$ cat src/rtl/imu_spi_reader_if.sv
// SPI bus between the accelerometer reader (master) and the sensor (slave).
interface imu_spi_reader_if;
    logic spi_cs_n;
    logic spi_sclk;
    logic spi_mosi;
    logic spi_miso;

    modport master (
        output spi_cs_n,
        output spi_sclk,
        output spi_mosi,
        input  spi_miso
    );

    modport slave (
        input  spi_cs_n,
        input  spi_sclk,
        input  spi_mosi,
        output spi_miso
    );
endinterface

$ cat src/rtl/imu_spi_reader.sv
// SPI master (mode 3) for the 3-axis accelerometer: configures the sensor after reset, then
// burst-reads the six data registers once per SAMPLE_PERIOD and presents 10-bit samples.
module imu_spi_reader #(
    parameter int unsigned CLK_DIV       = 25,
    parameter int unsigned SAMPLE_PERIOD = 500000,
    parameter int unsigned STARTUP_WAIT  = 100000
) (
    input  logic             clk,
    input  logic             reset,
    input  logic             enable,
    imu_spi_reader_if.master spi,
    output logic [9:0]       raw_x,
    output logic [9:0]       raw_y,
    output logic [9:0]       raw_z,
    output logic             data_valid,
    output logic             busy
);

    typedef enum logic [2:0] {
        StStartup,
        StCfgFmt,
        StGap1,
        StCfgPwr,
        StWait,
        StRead,
        StLatch
    } state_e;

    typedef enum logic [1:0] {PhSetup, PhLow, PhHigh, PhHold} phase_e;

    localparam logic [7:0]  DivLast     = 8'(CLK_DIV - 1);
    localparam logic [31:0] StartupLast = 32'(STARTUP_WAIT - 1);
    localparam logic [31:0] GapLast     = 32'(2 * CLK_DIV - 1);
    localparam logic [31:0] PeriodLast  = 32'(SAMPLE_PERIOD - 1);
    // Frames are left-aligned; trailing ones keep MOSI high through read data bytes.
    localparam logic [55:0] TxCfgFmt    = {8'h31, 8'h00, 40'hFF_FFFF_FFFF};
    localparam logic [55:0] TxCfgPwr    = {8'h2D, 8'h08, 40'hFF_FFFF_FFFF};
    localparam logic [55:0] TxRead      = {8'hF2, 48'hFFFF_FFFF_FFFF};

    state_e      state_q, state_d;
    phase_e      phase_q, phase_d;
    logic [7:0]  div_q, div_d;
    logic [5:0]  bit_q, bit_d;
    logic [31:0] wait_q, wait_d;
    logic [31:0] period_q, period_d;
    logic [55:0] tx_q, tx_d;
    logic [47:0] rx_q, rx_d;
    logic        cs_n_q, cs_n_d;
    logic        sclk_q, sclk_d;
    logic        mosi_q, mosi_d;
    logic [9:0]  raw_x_q, raw_x_d;
    logic [9:0]  raw_y_q, raw_y_d;
    logic [9:0]  raw_z_q, raw_z_d;
    logic        valid_q, valid_d;
    logic        busy_q, busy_d;

    logic        in_frame;
    logic        div_last;
    logic [5:0]  last_bit;
    logic        frame_done;
    logic        start_frame;
    logic [55:0] start_tx;

    assign in_frame = state_q inside {StCfgFmt, StCfgPwr, StRead};
    assign div_last = (div_q == DivLast);
    assign last_bit = (state_q == StRead) ? 6'd55 : 6'd15;

    always_ff @(posedge clk or posedge reset) begin
        if (reset) begin
            state_q  <= StStartup;
            phase_q  <= PhSetup;
            div_q    <= '0;
            bit_q    <= '0;
            wait_q   <= '0;
            period_q <= '0;
            tx_q     <= '1;
            rx_q     <= '0;
            cs_n_q   <= 1'b1;
            sclk_q   <= 1'b1;
            mosi_q   <= 1'b1;
            raw_x_q  <= '0;
            raw_y_q  <= '0;
            raw_z_q  <= '0;
            valid_q  <= 1'b0;
            busy_q   <= 1'b0;
        end else begin
            state_q  <= state_d;
            phase_q  <= phase_d;
            div_q    <= div_d;
            bit_q    <= bit_d;
            wait_q   <= wait_d;
            period_q <= period_d;
            tx_q     <= tx_d;
            rx_q     <= rx_d;
            cs_n_q   <= cs_n_d;
            sclk_q   <= sclk_d;
            mosi_q   <= mosi_d;
            raw_x_q  <= raw_x_d;
            raw_y_q  <= raw_y_d;
            raw_z_q  <= raw_z_d;
            valid_q  <= valid_d;
            busy_q   <= busy_d;
        end
    end

    always_comb begin
        state_d     = state_q;
        phase_d     = phase_q;
        div_d       = div_q;
        bit_d       = bit_q;
        wait_d      = wait_q;
        period_d    = period_q;
        tx_d        = tx_q;
        rx_d        = rx_q;
        cs_n_d      = cs_n_q;
        sclk_d      = sclk_q;
        mosi_d      = mosi_q;
        raw_x_d     = raw_x_q;
        raw_y_d     = raw_y_q;
        raw_z_d     = raw_z_q;
        valid_d     = 1'b0;
        frame_done  = 1'b0;
        start_frame = 1'b0;
        start_tx    = TxRead;

        // Bit engine: setup, 2*CLK_DIV per bit (fall then rise), hold, then release cs_n.
        if (in_frame) begin
            unique case (phase_q)
                PhSetup: begin
                    if (div_last) begin
                        phase_d = PhLow;
                        div_d   = '0;
                        sclk_d  = 1'b0;
                        mosi_d  = tx_q[55];
                        tx_d    = {tx_q[54:0], 1'b1};
                    end else begin
                        div_d = div_q + 8'd1;
                    end
                end
                PhLow: begin
                    if (div_last) begin
                        phase_d = PhHigh;
                        div_d   = '0;
                        sclk_d  = 1'b1;
                        rx_d    = {rx_q[46:0], spi.spi_miso};
                    end else begin
                        div_d = div_q + 8'd1;
                    end
                end
                PhHigh: begin
                    if (div_last) begin
                        div_d = '0;
                        if (bit_q == last_bit) begin
                            phase_d = PhHold;
                        end else begin
                            phase_d = PhLow;
                            sclk_d  = 1'b0;
                            mosi_d  = tx_q[55];
                            tx_d    = {tx_q[54:0], 1'b1};
                            bit_d   = bit_q + 6'd1;
                        end
                    end else begin
                        div_d = div_q + 8'd1;
                    end
                end
                PhHold: begin
                    if (div_last) begin
                        div_d      = '0;
                        cs_n_d     = 1'b1;
                        mosi_d     = 1'b1;
                        frame_done = 1'b1;
                    end else begin
                        div_d = div_q + 8'd1;
                    end
                end
                default: ;
            endcase
        end

        // The sample period spans read start to read start, so it keeps running through READ.
        if (state_q inside {StWait, StRead, StLatch} && period_q != PeriodLast) begin
            period_d = period_q + 32'd1;
        end

        unique case (state_q)
            StStartup: begin
                if (wait_q == StartupLast) begin
                    wait_d      = '0;
                    state_d     = StCfgFmt;
                    start_frame = 1'b1;
                    start_tx    = TxCfgFmt;
                end else begin
                    wait_d = wait_q + 32'd1;
                end
            end
            StCfgFmt: if (frame_done) state_d = StGap1;
            StGap1: begin
                if (wait_q == GapLast) begin
                    wait_d      = '0;
                    state_d     = StCfgPwr;
                    start_frame = 1'b1;
                    start_tx    = TxCfgPwr;
                end else begin
                    wait_d = wait_q + 32'd1;
                end
            end
            StCfgPwr: if (frame_done) state_d = StWait;
            StWait: begin
                if (period_q == PeriodLast && enable) begin
                    state_d     = StRead;
                    period_d    = '0;
                    start_frame = 1'b1;
                    start_tx    = TxRead;
                end
            end
            StRead: begin
                if (frame_done) begin
                    state_d = StLatch;
                    raw_x_d = {rx_q[33:32], rx_q[47:40]};
                    raw_y_d = {rx_q[17:16], rx_q[31:24]};
                    raw_z_d = {rx_q[1:0], rx_q[15:8]};
                    valid_d = 1'b1;
                end
            end
            StLatch: state_d = StWait;
            default: state_d = StStartup;
        endcase

        if (start_frame) begin
            cs_n_d  = 1'b0;
            phase_d = PhSetup;
            div_d   = '0;
            bit_d   = '0;
            tx_d    = start_tx;
        end

        busy_d = ~cs_n_d;
    end

    assign spi.spi_cs_n = cs_n_q;
    assign spi.spi_sclk = sclk_q;
    assign spi.spi_mosi = mosi_q;
    assign raw_x        = raw_x_q;
    assign raw_y        = raw_y_q;
    assign raw_z        = raw_z_q;
    assign data_valid   = valid_q;
    assign busy         = busy_q;

endmodule

$ cat src/flat_wrapper.sv
// flat-port wrapper written by rule: the top's interface ports become plain ports
module imu_spi_reader_flat 
#(
    parameter int unsigned CLK_DIV       = 25,
    parameter int unsigned SAMPLE_PERIOD = 500000,
    parameter int unsigned STARTUP_WAIT  = 100000
)
  (clk, reset, enable, raw_x, raw_y, raw_z, data_valid, busy, spi_spi_cs_n, spi_spi_sclk, spi_spi_mosi, spi_spi_miso);
  imu_spi_reader_if spi_i ();
  input  logic clk;
  input  logic reset;
  input  logic enable;
  output logic [9:0] raw_x;
  output logic [9:0] raw_y;
  output logic [9:0] raw_z;
  output logic data_valid;
  output logic busy;
  output wire logic [$bits(spi_i.spi_cs_n)-1:0] spi_spi_cs_n;
  output wire logic [$bits(spi_i.spi_sclk)-1:0] spi_spi_sclk;
  output wire logic [$bits(spi_i.spi_mosi)-1:0] spi_spi_mosi;
  input wire logic [$bits(spi_i.spi_miso)-1:0] spi_spi_miso;
  assign spi_spi_cs_n = spi_i.spi_cs_n;
  assign spi_spi_sclk = spi_i.spi_sclk;
  assign spi_spi_mosi = spi_i.spi_mosi;
  assign spi_i.spi_miso = spi_spi_miso;
  imu_spi_reader #(.CLK_DIV(CLK_DIV), .SAMPLE_PERIOD(SAMPLE_PERIOD), .STARTUP_WAIT(STARTUP_WAIT)) u_core (.clk(clk), .reset(reset), .enable(enable), .spi(spi_i), .raw_x(raw_x), .raw_y(raw_y), .raw_z(raw_z), .data_valid(data_valid), .busy(busy));
endmodule
$ cat config.mk
export PLATFORM = sky130hd
export DESIGN_NAME = imu_spi_reader_flat
export DESIGN_NICKNAME = d
export VERILOG_FILES = /design/src/rtl/imu_spi_reader_if.sv /design/src/rtl/imu_spi_reader.sv /design/src/flat_wrapper.sv
export SDC_FILE = /design/constraint.sdc
export NUM_CORES = 1
export LEC_CHECK = 0
export BUFFER_PORTS_ARGS = -buffer_cell sky130_fd_sc_hd__buf_2
export CAP_MARGIN = 20
export CORE_AREA = 2 2 123 173
export DETAILED_ROUTE_END_ITERATION = 12
export DIE_AREA = 0 0 125 175
export GPL_TIMING_DRIVEN = 0
export PLACE_DENSITY = 0.57
export SLEW_MARGIN = 10
export SYNTH_ARGS = -nofsm -noshare
export SYNTH_HDL_FRONTEND = slang
export SYNTH_SLANG_ARGS = --single-unit
$ cat constraint.sdc
create_clock -name clk -period 9.95 [get_ports clk]
set_clock_uncertainty 0.1 [all_clocks]
set_input_delay 0.4975 -clock clk [delete_from_list [all_inputs] [get_ports clk]]
set_output_delay 0.4975 -clock clk [all_outputs]
set_load 0.005 [all_outputs]
Word level (Yosys, flattened, before mapping). Cells that the tools add are included.

Register bits: 222.

Multiplexer cells: 61. Reduce and logical (&&, ||, !) cells: 23. Bitwise gates (word level): 1. Eq/ne operators: 31. Add/sub/neg operators: 4.

Operators by type and width (count): 56-bit two-way mux (7); 56-bit case mux with 2 select lines (2); 32-bit two-way mux (5); 32-bit by 1-bit adder with 32-bit output (second input constant) (2); 32-bit case mux with 2 select lines (1); 6-bit two-way mux (6); 32-bit by 17-bit equality test with 1-bit output (second input constant) (1); 32-bit by 19-bit equality test with 1-bit output (second input constant) (1); 32-bit by 6-bit equality test with 1-bit output (second input constant) (1); 8-bit two-way mux (4); 32-bit by 19-bit != test with 1-bit output (second input constant) (1); 3-bit case mux with 7 select lines (1); 2-bit by 1-bit != test with 1-bit output (second input constant) (10); 1-bit two-way mux (19); 3-bit two-way mux (6); 6-bit AND reduction (3); 3-bit nonzero test (5); 2-bit two-way mux (6); 5-bit AND reduction (2); 3-bit equality test (second input constant) (3); 3-bit by 1-bit != test with 1-bit output (second input constant) (3); 1-bit case mux with 3 select lines (3); 8-bit by 1-bit adder with 8-bit output (second input constant) (1); 8-bit by 5-bit equality test with 1-bit output (second input constant) (1); other kinds (19) (26).

Logic depth before layout (Yosys ltp). Gate-level depths: netlist of the first run.

Depth in word-level cells: 8. Gate-level depth with buffers: 10.

Worst setup path after synthesis of the first run. Ideal clock, no wire load.

Kind: reg2reg. Start point: reg u_core.div_q[0]. End point: reg u_core.raw_y_q[8], in the netlist u_core.raw_y[8]. Arrival time: 1.975 ns. Clock period less this slack: 2.199 ns. Library setup time: 0.125 ns. Stages on the path, launching flop included: 10. Setup slack: 7.751 ns. Cells stage by stage: dfrtp_1 inv_1 ha_1 nor3b_2 and2_1 buf_2 nand3_1 nor3b_2 buf_4 mux2_2.

Word-level cells in the longest chain between the ends: 5.

Ends and longest elaborated chain: start, declared (RTL line imu_spi_reader.sv:42) `logic [7:0] div_q, div_d;`; start signal, assigned (RTL line imu_spi_reader.sv:89) `div_q <= div_d;`; 8-bit by 5-bit equality test with 1-bit output (RTL line imu_spi_reader.sv:65) `assign div_last = (div_q == DivLast);`; 1-bit two-way mux (RTL line imu_spi_reader.sv:167) `if (div_last) begin`; 1-bit two-way mux (RTL line imu_spi_reader.sv:128) `unique case (phase_q)`; 1-bit two-way mux (RTL line imu_spi_reader.sv:127) `if (in_frame) begin`; 2-bit AND reduction (no source line); end signal, assigned (RTL line imu_spi_reader.sv:99) `raw_y_q <= raw_y_d;`; end, declared (RTL line imu_spi_reader.sv:52) `logic [9:0] raw_y_q, raw_y_d;`.

No other way between the ends. A chain may end at the register's enable or synchronous reset.

Worst setup path in the final report of the first run.
Start point: reg u_core.div_q[0]. End point: reg u_core.raw_x_q[5], in the netlist u_core.raw_x[5].

Word-level cells in the longest chain between the ends: 5.

Ends and longest elaborated chain: 8-bit by 5-bit equality test with 1-bit output (RTL line imu_spi_reader.sv:65); 1-bit two-way mux (RTL line imu_spi_reader.sv:167); 1-bit two-way mux (RTL line imu_spi_reader.sv:128); 1-bit two-way mux (RTL line imu_spi_reader.sv:127); 2-bit AND reduction (no source line); end signal, assigned (RTL line imu_spi_reader.sv:98) `raw_x_q <= raw_x_d;`; end, declared (RTL line imu_spi_reader.sv:51) `logic [9:0] raw_x_q, raw_x_d;`.

No other way between the ends.

==> results of run 1 <==
[sequential cells by signal, summed over array words and instances, names as in the netlist, 2 cells and up]
name,cells
u_core.raw_z,10
u_core.period_q,32
u_core.raw_y,10
u_core.tx_q,16
u_core.state_q,3
u_core.phase_q,2
u_core.rx_q,48
u_core.raw_x,10
u_core.bit_q,6
u_core.wait_q,32
u_core.div_q,8
[per-layer routing]
layer | part of all wire | wire length, microns | up-vias
met4 | 0.017 | 265 | 0
met5 | 0 | 0 | -
met1 | 0.44 | 6647 | 2673
met2 | 0.52 | 7883 | 67
met3 | 0.027 | 415 | 20
li1 | - | - | 2568
[cell type report]
class / count / share of cell area
plain buffers: 22 / 0.01502
clock buffers: 19 / 0.04639
clock inverters: 13 / 0.01341
inverters: 21 / 0.009252
multi-input cells: 470 / 0.3677
flip-flops and latches: 182 / 0.4906
well taps: 256 / 0.03433
repair buffers: 39 / 0.02333
[Yosys cell counts, drive strengths merged (2+ instances only)]
cell | count | share of area
and4 | 8 | 0.0085
nor4b | 3 | 0.0032
nor2 | 60 | 0.027
a31oi | 4 | 0.0030
mux2i | 16 | 0.021
nand2 | 42 | 0.019
or4 | 3 | 0.0027
a211oi | 4 | 0.0043
nand2b | 2 | 0.0015
buf | 20 | 0.016
dfrtp | 163 | 0.50
nand3b | 4 | 0.0036
nand4 | 16 | 0.013
nor3b | 4 | 0.0049
a211o | 3 | 0.0032
or2 | 4 | 0.0030
o21ai | 10 | 0.0065
o31ai | 2 | 0.0018
a21boi | 3 | 0.0041
and2 | 2 | 0.0015
xor2 | 31 | 0.033
o211ai | 3 | 0.0027
a21o | 2 | 0.0018
ha | 10 | 0.015
nor4 | 11 | 0.0084
clkbuf | 2 | 0.00091
a21oi | 18 | 0.011
or3 | 8 | 0.0061
mux2 | 78 | 0.11
nor2b | 2 | 0.0015
xnor2 | 31 | 0.033
inv | 21 | 0.0096
o22ai | 3 | 0.0023
dfstp | 19 | 0.061
and3 | 15 | 0.011
nand3 | 32 | 0.019
nor3 | 23 | 0.016
[cells by family (layout without fill, tap and decap cells)]
kind of cell             after synthesis  after routing  synth area share
flip-flops                           182            182            0.5564
adder cells (fa/ha/maj)               10             10           0.01521
AO/OA/AOI/OAI                         61             61           0.05094
AND/OR/NAND/NOR                      243            243            0.1571
multiplexers                          94             94            0.1277
buffers and inverters                 43            114           0.02661
XOR/XNOR                              62             62           0.06600
[worst max-delay path: stages, from the launching register on]
cell	delay [ns]
dfrtp_1	0.40
inv_1	0.11
ha_1	0.15
nor3b_2	0.26
and2_1	0.16
buf_2	0.16
nand3_1	0.19
nor3b_2	0.39
buf_4	0.28
mux2_2	0.35
[where the power goes]
group	switching (mW)	internal, mW
clock network	0.288	0.348
logic	0.0143	0.00196
registers	0.000279	0.741
[worst max path at each step]
stage / from / endpoint / slack (ns) / cells past startpoint
CTS: u_core.div_q[0] / u_core.raw_x[5] / 7.25 / 9
detailed placement: u_core.div_q[0] / u_core.raw_x[5] / 7.25 / 9
floorplan: reset / u_core.bit_q[0] / 4.44 / 1
global placement: reset / u_core.busy / 2.67 / 2
finish: u_core.div_q[0] / u_core.raw_x[5] / 7.28 / 9
global route: u_core.div_q[0] / u_core.raw_x[1] / 7.11 / 9
[metrics by stage]
stage / setup slack (ns) / std cells / hold slack [ns] / area, sq um
2_1_floorplan: 4.440 / 695 / 0.3429 / 8228
3_3_place_gp: 2.668 / 989 / 0.3629 / 8738
3_5_place_dp: 7.255 / 990 / 0.3654 / 8773
4_1_cts: 7.249 / 1022 / 0.1100 / 9331
5_1_grt: 7.114 / 1022 / 0.1567 / 9331
6_report: 7.278 / 1022 / 0.09295 / 9331
==> metrics.txt, run 1 <==
Root Driver clkbuf_16; Synth async-reset ratio 1.000; DRT Pass-1 Iters 7; met1 Track Usage GR 0.1765; Final period util 0.2686; CTS resizes 0; vias per cell 5.213; R2R setup slack 7.28 ns; Gate Count Post-Synth 695; type of the tightest min-delay check in2async; GR Layer Usage met2 0.2579; remaining antenna violation count 0; insertion delay to the later sink of the worst-skew pair 0.43 ns; clock sinks 182; Synth Cell Area 8228 sq um; register area share after synthesis 0.5564; die extent in x 125 microns; syn avg cell area 11.84 sq um; R2R depth 9; Hold Buf Count CTS 0; Max-slew headroom 0.5614; gr busiest metal met2; routed wire length per instance 14.88 microns; dominant synthesized flop cell dfrtp_1; pin count of the biggest net entering global routing 99; postcts setup bufs 0; Core Footprint 20320 sq um; antenna cells 0; die height 175 microns; vias in the first global route 5437; startpoint types register; CP required 10.16 ns; Worst setup EP type register; Synth Register Bits 182; CTS tree built; Setup Viol. Count Final 0; layout cells sized above 1 0.2480; most common cell after layout, fill and taps aside dfrtp_1; crit path time final 2.672 ns; count of cell types in the netlist 61; total congestion overflow 0; number of CTS-inserted buffers 17; gpl congestion 0.8354; most frequent cells in the layout dfrtp_1 (163), mux2_2 (65), nor2_1 (60), buf_2 (48), nand2_1 (42); Worst EP arrival 2.88 ns; row count 62; YS warnings 0; Max Fclk 0.3742 GHz; final hold violations 0; Area growth syn-to-layout 13.41%; syn nets 709; R2R Path End u_core.raw_x[5]; footprint of the multi-input gates 3431 sq um; IO Port Bufs 38; number of synthesized flops with an enable pin 0; Post-Route WL 15210 microns; nets 767; die area 21880 sq um; Worst-Margin Slew 0.6578 ns; Util after Layout 0.4591; met3 usage 0.02848; Starting Density 0.4048; critical setup path kind reg2reg; Power Total 1.393 mW; initial antenna violation count 0; Worst-path clk slew 0.07 ns; fin. max-slew vios 0; Worst R2R Start u_core.div_q[0]; gr usage total 0.1468; maximum vdd drop 0.0001096 V; first-pass GRT wire length 26430 microns; P_leak 4.614 nW; RSZ-0062 raised after global routing no; Via Count 5328; Layout fillers 1894; FF/Latch Area 4578 sq um; hpwl dp 10680 microns; number of remaining DRC errors 0; status complete, no violations; number of DRC markers in iteration 0 212; Max-Cap Viols 0; crit path max fanout 10; H-tree depth 4; PwrDens 149.3 nW/um^2; # IOs 39; setup tns final 0 ns; Clock Tree Buf Depth 2
Power figures use the tool's default switching activity.
==> run 2: changes to the inputs <==
PLACE_DENSITY = 0.6   (was 0.57)
clock period = 2.4 ns   (was 9.95 ns; I/O delays follow)
==> run 2 against run 1 <==
Non-clock buffer count up 11. Hold slack improved by 0.095 ns. Combinational power grew to 4.9 times the previous value. Critical path depth increased by 1. Clock-buffer cell count down 1. Utilization rose by 1.2 points. Sequential cell count did not move. Setup slack worse by 7.2 ns. Sequential power grew to 4.1 times the previous value. Critical path type unchanged. Critical endpoint is now u_core.raw_z[2].
==> metrics.txt, run 2 (synthesis results as in run 1) <==
nets 778 (+1.4%); IO Port Bufs 38 (unchanged); # IOs 39 (unchanged); Placed Instance Area 8822 sq um (+0.56%); critical setup path kind reg2reg; antenna cells 0 (unchanged); Post-Route WL 15220 microns (about the same); Core Footprint 20320 sq um (unchanged); Worst R2R Start u_core.div_q[0]; most frequent cells in the layout dfrtp_1 (162), mux2_2 (65), nor2_1 (60), buf_2 (47), nand2_1 (41); crit path time final 2.311 ns (-0.3615 ns); post-route cell area 9567 sq um (+2.5%); hpwl dp 10790 microns (+1.0%); post-place setup slack -0.2207 ns (-7.475 ns); Max Fclk 0.4328 GHz (+16%); number of CTS-inserted buffers 17 (unchanged); RSZ-0062 raised after global routing yes; vias in the first global route 5604 (+3.1%); die extent in x 125 microns (unchanged); Setup Viol. Count Final 0 (unchanged); insertion delay to the later sink of the worst-skew pair 0.43 ns (about the same); PwrDens 619.9 nW/um^2 (+320%); Via Count 5403 (+1.4%); largest registers u_core.rx_q (48), u_core.period_q (32), u_core.wait_q (32); Area growth syn-to-layout 16.27%; CTS tree built; Power Total 5.930 mW (+330%); die area 21880 sq um (unchanged); gr usage total 0.1479 (+0.001051); routed wire length per instance 14.73 microns (-1.0%); fin. max-slew vios 0 (unchanged); slack of the critical path 0.08942 ns (-7.188 ns); H-tree depth 4 (unchanged); Worst setup EP type register; final hold violations 0 (unchanged); row count 62 (unchanged); Final period util 0.9627 (+0.6942); total congestion overflow 0 (unchanged); Worst-path clk slew 0.07 ns (about the same); P_leak 4.716 nW (+2.2%); type of the tightest min-delay check in2reg; crit path from u_core.div_q[0]; Clock Tree Buf Depth 2 (unchanged); Worst-Margin Slew 0.8100 ns (+0.1521 ns); crit path max fanout 7 (-3); CP required 2.61 ns (-7.55 ns); Max-slew headroom 0.4589 (-0.1026); Max-Cap Viols 0 (unchanged); remaining antenna violation count 0 (unchanged); hold wc startpoint enable; max reg flops 48 (unchanged); maximum vdd drop 0.0004308 V (+290%); number of remaining DRC errors 0 (unchanged); WHS 0.1883 ns (+0.09539 ns); die height 175 microns (unchanged); layout cells sized above 1 0.2664 (+0.01837); Biggest register u_core.rx_q; first-pass GRT wire length 26850 microns (+1.6%); clock sinks 182 (unchanged); number of DRC markers in iteration 0 234 (+10%); vias per cell 5.230 (+0.33%); startpoint types register; status complete, no violations; most common cell after layout, fill and taps aside dfrtp_1; Worst EP arrival 2.52 ns (-0.36 ns); initial antenna violation count 0 (unchanged); DRT Pass-1 Iters 4 (-3); pin count of the biggest net entering global routing 41 (-59%); Starting Density 0.4048 (unchanged); Root Driver clkbuf_16; gpl congestion 0.8373 (+0.23%)
-- run 2: cell types whose count changed in the layout (fill, tap and decap cells not counted), moves of 2 or more --
cell / change
buf_12: +4
buf_6: +4
inv_8: +3
buf_8: +2
clkbuf_1: -2
clkinv_2: -2
clkinvlp_4: -2
dlygate4sd3_1: +2
inv_6: +2
nor3_2: -2
nor3_4: +2
nor3b_4: +2
-- run 2: path summary, 6_finish.rpt --
kind	end	slack, ns	cells after the start
worst min register to register	u_core.period_q[31]	0.38	1
min in group asynchronous	u_core.raw_z[0]	0.29	3
max in group asynchronous	u_core.period_q[12]	0.98	5
worst max register to register	u_core.raw_z[2]	0.09	10
worst min-delay path	u_core.period_q[3]	0.19	4
worst max-delay path	u_core.raw_z[2]	0.09	10
-- run 2: layer usage --
layer  track usage  part of all wire  up-vias
li1              -                 -     2607
met2        0.2613              0.53       72
met3       0.03337             0.028        8
met1        0.1818              0.43     2716
met4       0.04028             0.010        0
met5             0                 0        -
-- run 2: repair_timing --
item	in CTS	in global routing
setup endpoints to repair	30	101
gates cloned	1	0
hold buffers	2	0
hold endpoints to repair	20	0
pin swaps	1	2
resized for setup	9	14
buffers inserted	2	3
-- run 2: area by class of cell --
| type | count | area [sq um] |
|---|---|---|
| sequential | 182 | 4579 |
| clock inverter | 14 | 155.1 |
| fill | 1863 | 10760 |
| inverter | 21 | 82.58 |
| tap | 256 | 320.3 |
| timing repair buffer | 50 | 339.1 |
| buffer | 22 | 168.9 |
| multi-input combinational | 470 | 3482 |
| clock buffer | 18 | 439.2 |
-- run 2: stage by stage --
stage	TNS (ns)	cells	util
finish	0	1033	0.4707
global route	-0.001849	1033	0.4707
CTS	0	1030	0.4674
detailed placement	-6.220	993	0.4341
global placement	-186.81	989	0.4301
floorplan	-22.99	695	-
-- run 2: power breakdown --
part	switching [mW]	internal, mW	leakage [nW]
clock	1.27	1.51	0.292
combinational	0.0614	0.0185	2.03
sequential	0.00135	3.07	2.40
-- run 2: critical path: stages (launching register included) --
cell	delay [ns]
dfrtp_1	0.40
inv_1	0.10
ha_1	0.17
nor3b_4	0.20
and2_1	0.16
buf_6	0.13
nand3_4	0.11
nor3b_4	0.19
buf_6	0.15
buf_4	0.15
mux2_2	0.33
==> run 3: changes to the inputs <==
CTS_BUF_LIST = sky130_fd_sc_hd__clkbuf_4 sky130_fd_sc_hd__clkbuf_8   (was not set)
==> run 3 against run 2 <==
Via count increased by 0.13%. Final cell count is 0.19% higher. Sequential power hardly changed. Clock-buffer cell count is the same. Critical endpoint is now u_core.raw_x[7]. Clock power is 26% lower.
==> metrics.txt, run 3 (synthesis results as in run 1) <==
status complete, no violations; Pint 3.988 mW (-13%); crit path from u_core.div_q[0]; gr usage total 0.1467 (-0.001166); Worst-path clk slew 0.09 ns (+0.02 ns); number of CTS-inserted buffers 17 (unchanged); footprint of the multi-input gates 3488 sq um (+0.18%); Worst setup EP type register; most common cell after layout, fill and taps aside dfrtp_1; Worst-Margin Slew 0.8104 ns (+0.0004251 ns); # IOs 39 (unchanged); vias per cell 5.227 (about the same); register share of total power 0.587 (+0.069); Worst R2R Start u_core.div_q[0]; die extent in x 125 microns (unchanged); type of the tightest min-delay check in2reg; crit path time final 2.328 ns (+0.01721 ns); Setup Viol. Count Final 0 (unchanged); Worst EP arrival 2.57 ns (+0.05 ns); H-tree depth 4 (unchanged); R2R depth 10 (unchanged); DRT Pass-1 Iters 4 (unchanged); R2R setup slack 0.07 ns (-0.02 ns); Via Count 5410 (+0.13%); startpoint types register; largest registers u_core.rx_q (48), u_core.period_q (32), u_core.wait_q (32); PwrDens 555.9 nW/um^2 (-10%); switching part of the total 0.2366 (+0.01206); number of DRC markers in iteration 0 308 (+32%); slack of the critical path 0.07221 ns (-0.01721 ns); fin. max-slew vios 0 (unchanged); post-place setup slack -0.2207 ns (unchanged); nets 780 (+0.26%); clock sinks 182 (unchanged); hold path cells 4 (unchanged); Placed Instance Area 8822 sq um (unchanged); RSZ-0062 raised after global routing no; Core Footprint 20320 sq um (unchanged); hold wc startpoint enable; most frequent cells in the layout dfrtp_1 (162), mux2_2 (65), nor2_1 (60), buf_2 (47), nand2_1 (41); Net Sw Power 1.236 mW (-7.2%); Clock Tree Buf Depth 2 (unchanged); die height 175 microns (unchanged); Biggest register u_core.rx_q; FF/Latch Area 4579 sq um (unchanged); initial antenna violation count 0 (unchanged); layout cells sized above 1 0.2683 (+0.001883); Max Fclk 0.4296 GHz (-0.74%); first-pass GRT wire length 26690 microns (-0.59%); number of remaining DRC errors 0 (unchanged); die area 21880 sq um (unchanged); post-route cell area 9397 sq um (-1.8%); hpwl dp 10790 microns (unchanged); routed wire length per instance 14.68 microns (-0.36%); insertion delay to the later sink of the worst-skew pair 0.46 ns (+0.03 ns); clock power share 0.397 (-0.072); Max-slew headroom 0.4586 (about the same); IO Port Bufs 38 (unchanged); worst hold endpoint u_core.period_q[3]; vias in the first global route 5577 (-0.48%); Final period util 0.9699 (+0.007170); combinational power share 0.015 (+0.002); critical setup path kind reg2reg; pin count of the biggest net entering global routing 41 (unchanged); Area growth syn-to-layout 14.20%; max reg flops 48 (unchanged); Util after Layout 0.4623 (-0.008372); Starting Density 0.4048 (unchanged); antenna cells 0 (unchanged); R2R Path End u_core.raw_x[7]; Post-Route WL 15190 microns (-0.16%); Layout fillers 1894 (+1.7%); final hold violations 0 (unchanged); row count 62 (unchanged); maximum vdd drop 0.0003444 V (-20%); P_leak 4.643 nW (-1.5%); gpl congestion 0.8373 (unchanged); total congestion overflow 0 (unchanged); Root Driver clkbuf_8; CP required 2.64 ns (+0.03 ns); Max-Cap Viols 0 (unchanged); crit path max fanout 10 (+3); CTS tree built; remaining antenna violation count 0 (unchanged)
[run 3: cell types whose count changed in the layout (fill, tap and decap cells not counted)]
cell,delta
buf_6,+2
nor3_2,-1
nor3_4,+1
buf_4,+1
clkbuf_8,+17
buf_8,-1
clkbuf_16,-17
[run 3: worst max path at each step]
stage	to	cells past startpoint	slack, ns
5_1_grt	u_core.raw_x[8]	10	0.005
4_1_cts	u_core.rx_q[4]	10	0.02
3_3_place_gp	u_core.period_q[10]	2	-1.10
6_report	u_core.raw_x[7]	10	0.07
3_5_place_dp	u_core.raw_z[1]	9	-0.22
2_1_floorplan	u_core.bit_q[0]	1	-0.14
[run 3: per-stage QoR]
step	instances	setup TNS, ns	power (mW)	hold WS (ns)
2_1_floorplan	695	-22.99	3.174	0.1517
3_3_place_gp	989	-186.81	3.192	0.2344
3_5_place_dp	993	-6.220	3.211	0.2051
4_1_cts	1030	0	5.314	0.1128
5_1_grt	1035	0	5.452	0.1577
6_report	1035	0	5.224	0.1445
[run 3: power groups by stage]
stage	Clock, mW	Combinational (mW)	Sequential (mW)
3_3_place_gp	0	0.0630	3.13
3_5_place_dp	0	0.0832	3.13
2_1_floorplan	0	0.0460	3.13
5_1_grt	2.29	0.0950	3.07
4_1_cts	2.16	0.0859	3.07
6_report	2.07	0.0801	3.07
[run 3: repair_timing]
action,in CTS,in global routing
endpoints found under the setup margin,31,76
pin swaps,1,3
gates cloned,1,0
buffers inserted,2,5
hold buffers,2,0
resized for setup,12,11
endpoints found under the hold margin,20,0
[run 3: cell type report]
| class | count | area share |
|---|---|---|
| clock inverter | 14 | 0.01651 |
| timing repair buffer | 52 | 0.03808 |
| inverter | 21 | 0.008788 |
| clock buffer | 18 | 0.02636 |
| tap | 256 | 0.03409 |
| sequential | 182 | 0.4874 |
| multi-input combinational | 470 | 0.3712 |
| buffer | 22 | 0.01758 |
[run 3: critical path: stages, from the launching register on]
cell and delay (ns):
dfrtp_1 0.41, inv_1 0.10, ha_1 0.18, nor3b_4 0.20, and2_1 0.16, buf_6 0.13
nand3_4 0.11, nor3b_4 0.19, buf_6 0.15, buf_6 0.15, mux2_2 0.34
[run 3: per-layer routing]
| metal | global-route usage | wire length, microns | vias up |
|---|---|---|---|
| met5 | 0 | 0 | - |
| met4 | 0.04028 | 142 | 0 |
| met3 | 0.03246 | 366 | 6 |
| met2 | 0.2600 | 8056 | 69 |
| met1 | 0.1800 | 6629 | 2728 |
| li1 | - | - | 2607 |
